==> src/rtl/mux8_rr_arbiter.sv <==
// Round-robin arbiter for eight requesters sharing one 8:1 selection datapath.
// Grants one requester for a bounded burst and presents its data word with a valid flag.
module mux8_rr_arbiter #(
   parameter int unsigned WIDTH     = 3,
   parameter int unsigned MAX_BURST = 4
) (
   input  logic                 clk,
   input  logic                 rst,
   input  logic [7:0]           req,
   input  logic [8*WIDTH-1:0]   din,
   output logic [2:0]           sel,
   output logic [7:0]           grant,
   output logic                 valid,
   output logic [WIDTH-1:0]     y
);

   localparam int unsigned N     = 8;
   localparam int unsigned IDX_W = 3;
   localparam int unsigned CNT_W = 4;

   typedef enum logic {IDLE, GRANT} state_t;

   state_t             state, state_n;
   logic [IDX_W-1:0]   ptr, ptr_n;
   logic [IDX_W-1:0]   sel_n;
   logic [CNT_W-1:0]   cnt, cnt_n;
   logic [N-1:0]       grant_n;
   logic               valid_n;
   logic [IDX_W:0]     pick_ptr;
   logic [IDX_W:0]     pick_next;
   logic               grant_end;

   // First requester at or after 'from' (mod 8); MSB flags that one was found.
   function automatic logic [IDX_W:0] rr_pick(input logic [N-1:0] r, input logic [IDX_W-1:0] from);
      logic [IDX_W-1:0] idx;
      rr_pick = '0;
      for (int i = N - 1; i >= 0; i--) begin
         idx = from + IDX_W'(i);
         if (r[idx]) rr_pick = {1'b1, idx};
      end
   endfunction

   always_ff @(posedge clk) begin
      if (rst) begin
         state <= IDLE;
         ptr   <= '0;
         cnt   <= '0;
         sel   <= '0;
         grant <= '0;
         valid <= 1'b0;
      end else begin
         state <= state_n;
         ptr   <= ptr_n;
         cnt   <= cnt_n;
         sel   <= sel_n;
         grant <= grant_n;
         valid <= valid_n;
      end
   end

   always_comb begin
      state_n   = state;
      ptr_n     = ptr;
      cnt_n     = cnt;
      sel_n     = sel;
      grant_n   = grant;
      pick_ptr  = rr_pick(req, ptr);
      pick_next = rr_pick(req, sel + IDX_W'(1));
      grant_end = !req[sel] || ((cnt + CNT_W'(1)) == CNT_W'(MAX_BURST));

      case (state)
         IDLE: begin
            grant_n = '0;
            if (pick_ptr[IDX_W]) begin
               state_n = GRANT;
               sel_n   = pick_ptr[IDX_W-1:0];
               grant_n = N'(1) << pick_ptr[IDX_W-1:0];
               cnt_n   = '0;
            end
         end
         GRANT: begin
            if (grant_end) begin
               // Rotate past the finishing owner and hand over in the same cycle.
               ptr_n = sel + IDX_W'(1);
               cnt_n = '0;
               if (pick_next[IDX_W]) begin
                  sel_n   = pick_next[IDX_W-1:0];
                  grant_n = N'(1) << pick_next[IDX_W-1:0];
               end else begin
                  state_n = IDLE;
                  grant_n = '0;
               end
            end else begin
               cnt_n = cnt + CNT_W'(1);
            end
         end
         default: begin
            state_n = IDLE;
            grant_n = '0;
         end
      endcase

      valid_n = |grant_n;
   end

   always_comb begin
      y = '0;
      if (valid) y = din[int'(sel)*WIDTH +: WIDTH];
   end

endmodule

==> config.mk <==
export PLATFORM = sky130hd
export DESIGN_NAME = mux8_rr_arbiter
export DESIGN_NICKNAME = d
export VERILOG_FILES = /design/src/rtl/mux8_rr_arbiter.sv
export SDC_FILE = /design/constraint.sdc
export NUM_CORES = 1
export LEC_CHECK = 0
export CORE_MARGIN = 1.5
export CORE_UTILIZATION = 50
export DETAILED_ROUTE_END_ITERATION = 10
export GPL_ROUTABILITY_DRIVEN = 0
export PLACE_DENSITY = 0.84
export SLEW_MARGIN = 20
export SYNTH_ARGS = -nofsm -noshare
export SYNTH_HDL_FRONTEND = slang
export SYNTH_SLANG_ARGS = --single-unit
==> constraint.sdc <==
create_clock -name clk -period 3.11 [get_ports clk]
set_input_delay 0.311 -clock clk [delete_from_list [all_inputs] [get_ports clk]]
set_output_delay 0.311 -clock clk [all_outputs]
set_load 0.03 [all_outputs]
==> run summary <==
The met3 track demand over resource in global routing came out at 3.889%. The number of setup violations in the final report came out at 4. The end point of the most critical hold path is cnt[2]. The library cell used most frequently in the layout, excluding fill and tap cells, is buf_4.

Data on the critical path arrives at its endpoint at 3.45 ns. Cells with a size suffix above 1 make up 43.08% of the layout. Across the run, the number of max-cap violations was 0.

The number of cells traversed by the worst hold path came out at 2. Leaving out fill and tap cells, the most frequent cells in the layout are 88 x buf_4, 43 x clkdlybuf4s50_1, 29 x nor2_1. The worst-skew pair later-pin latency is 0.26 ns. The initial antenna violation count is 0. The peak ir drop on the vdd network came out at 1.234 mV. The average routed wire per standard cell is 24.22 microns.

No sink is reached through more buffers than the 2 on the longest clock path. During I/O placement, the number of pins put on the boundary was 49. The number of levels in the clock H-tree is 1.

When the netlist entered floorplanning its net count stood at 369. Setup repair after global routing could not meet its margin everywhere. The net count reported at finish is 489.

The global route total overflow came out at 0. The overall via count from detail_route is 3,673. The area used by multi-input combinational logic came out at 2691 sq um. The maximum cell stage delay along the critical path came out at 0.51 ns. The run finished, with violations left.

The count of inserted antenna diode cells is 0. For the finished layout, the period the worst path requires is 3.346 ns. The filler cell count in the final layout came out at 372. After routing the design area is 4542 sq um. The largest net degree at the start of global routing is 21.

The worst slew margin relative to its limit came out at 43.05%. The number of endpoints with negative hold slack in the final report is 0. The total power of the final layout came out at 6.287 mW. The most used flip-flop cell after synthesis is dfxtp_1.

The wire length of the first global-routing pass is 15.81 mm. The clock transition at the registers of the reported paths came out at 0.08 ns. The path class of the tightest hold or removal check is register to register. The number of flops mapped to enable cells by yosys came out at 0.

The minimum setup slack among reg-to-reg paths came out at -0.18 ns. The die span in y came out at 81.80 microns. From left edge to right edge, the die measures 81.80 microns. In this run the number of cells on the critical path is 12.

The critical path data required time came out at 3.22 ns. The tree built by TritonCTS fans out to 20 sinks. The setup skew after layout came out at 0.007383 ns.

The sequential cell area is 409.1 sq um. The number of buffers inserted during clock tree synthesis is 3. Counting both buffers and inverters, the worst setup path holds a total of 3. The area of the core region came out at 5956 sq um.

The total leakage power is 1.793 nW. Power spread over the standard cell area amounts to 1384 nW/um^2. The worst setup path is captured at a register.

The synthesized design contains 20 register bits. STA classifies the critical path startpoint as an input port. The startpoint identified for the worst hold timing path is cnt[2]. The global-route track usage on met1 came out at 39.70%. The instance count of the mapped netlist is 329. The die area is 6690 sq um. The number of max-slew violations in the final report is 0. The worst path setup slack after routing came out at -0.2356 ns.

TritonCTS built the clock tree. The critical path goes through clkdlybuf4s50_1, buf_6, mux4_1, mux2i_1, buf_4, nand2_1, a2bb2oi_1, a311oi_4, a21boi_4, o21ai_1, nor4b_2, a41oi_2. The final reports fail on negative setup slack. In the global route stage, met2 resource usage came out at 52.62%. The worst setup path is of the input port to register kind. The number of warnings issued by yosys is 0.

The antenna violation net count after detailed routing came out at 0. The total cell area at the placement stage came out at 4099 sq um. In this design, the largest share of critical-path delay is due to compound AO/OA/AOI/OAI gates. The number of DRC violations after detailed-routing iteration 0 came out at 459. The depth of the worst register-to-register path came out at 11. The startpoint identified for the worst register-to-register timing path is ptr[1]. The remaining design rule violation count is 0. The iteration count of the initial detailed-routing pass came out at 5. The most utilized layer in the global route result is met2. The total routed wirelength came out at 12.67 mm. The maximum net fanout on the critical path is 12. The cell at the root of the clock tree is clkbuf_8. The global-route usage over all layers is 31.17%.

In the routed layout, each cell is associated on average with a via count of 7.023. The detailed placement HPWL is 7.763 mm. A synthesized cell averages 9.435 sq um.

The number of global-route vias before repair is 3,286. The cell area after synthesis is 3104 sq um. The highest clock rate came out at 298.9 MHz. The portion of the clock cycle consumed by the worst path in the final layout is 107.6%. The port buffer count came out at 48. At the pin with the least slew margin, the transition time is 0.8515 ns.

The floorplan has 28 rows. The fraction of the yosys area taken by sequential cells came out at 12.90%. The largest individual stage delay along the critical path comes from the cell mux4_1. The post-synthesis cell type count came out at 73. After synthesis, the share of flip-flops with an asynchronous set or reset is 0%. The area growth from synthesis to layout is 46.31%. The starting utilization of the core area is 52.12%. The worst register-to-register path ends at valid.
-- worst max path at each step --
stage / start / endpoint / slack, ns
after global placement: req[3] / valid / -0.26
final: req[6] / valid / -0.24
after CTS: req[4] / valid / 0.0004
after global routing: req[4] / valid / -0.32
after detailed placement: req[3] / valid / -0.36
after floorplan: sel[0] / valid / -0.32
-- repair_timing --
| action | CTS | global route |
|---|---|---|
| setup endpoints to repair | 4 | 8 |
| buffers inserted | 3 | 16 |
| pin swaps | 5 | 15 |
| hold buffers | 0 | 0 |
| cloned | 0 | 0 |
| hold endpoints to repair | 0 | 0 |
| resized for setup | 25 | 36 |
-- state kept, by name, indices dropped and copies added, names as in the netlist --
register,flops
valid,1
grant,8
ptr,3
sel,3
state,1
cnt,4
-- synthesized netlist by cell type, drive strengths merged (6+ instances only) --
master | number | area [sq um]
nor2 | 31 | 121.4
a21oi | 28 | 147.6
mux4 | 28 | 649.4
mux2i | 26 | 292.8
dfxtp | 20 | 400.4
buf | 19 | 138.9
inv | 13 | 48.79
nand2 | 13 | 48.80
mux2 | 11 | 135.1
clkbuf | 10 | 37.54
nor2b | 8 | 50.05
nor3 | 8 | 40.04
a211oi | 7 | 52.55
a22oi | 7 | 57.55
ha | 6 | 75.07
nand2b | 6 | 37.54
nand3 | 6 | 30.03
o21ai | 6 | 30.03
xor2 | 6 | 60.06
-- worst register-to-register path, cell delays in order (launching register included) --
cell and delay [ns]:
dfxtp_2 0.35, inv_1 0.08, ha_4 0.35, mux4_2 0.38, mux2_4 0.32, buf_4 0.16, a2bb2oi_1 0.37, a311oi_4 0.21
and3_1 0.27, a22oi_2 0.19, nor4b_2 0.30, a41oi_2 0.15
-- cell type report --
type	count	area share [%]
repair buffers	144	27.33
inverters	13	1.129
well taps	75	2.066
flip-flops and latches	20	9.008
clock buffers	4	1.212
multi-input cells	267	59.26
-- metal layers --
layer,vias to the layer above,wire length [microns]
li1,1518,-
met1,1767,4682
met2,300,6048
met3,88,1112
met4,0,823
met5,-,0
-- power by group --
| part | internal, mW | switching (mW) | leakage, nW |
|---|---|---|---|
| registers | 0.339 | 0.0771 | 0.165 |
| clock network | 0.113 | 0.0880 | 0.0288 |
| logic | 2.72 | 2.95 | 1.60 |
-- cell families after synthesis --
kind of cell / Yosys count / share of synthesized area [%]
xor gates and xnor gates: 10 / 3.950
adders and majority gates: 6 / 2.418
muxes: 65 / 34.70
AOI/OAI and AO/OA: 89 / 21.77
and+or+nand+nor: 97 / 17.01
DFF: 20 / 12.90
buffers and inverters: 42 / 7.255
-- per-stage QoR --
step | setup WS, ns | cells | hold WS (ns) | setup TNS (ns) | util (%)
after floorplan | -0.3185 | 329 | 0.4697 | -0.4032 | -
after global placement | -0.2618 | 500 | 0.4795 | -1.041 | 68.82
after detailed placement | -0.3590 | 500 | 0.5046 | -1.508 | 68.82
after CTS | 0.0004270 | 507 | 0.5241 | 0 | 71.32
after global routing | -0.3224 | 523 | 0.5552 | -0.8894 | 76.26
final | -0.2356 | 523 | 0.5296 | -0.4399 | 76.26
(Power assumes the default switching activity.)
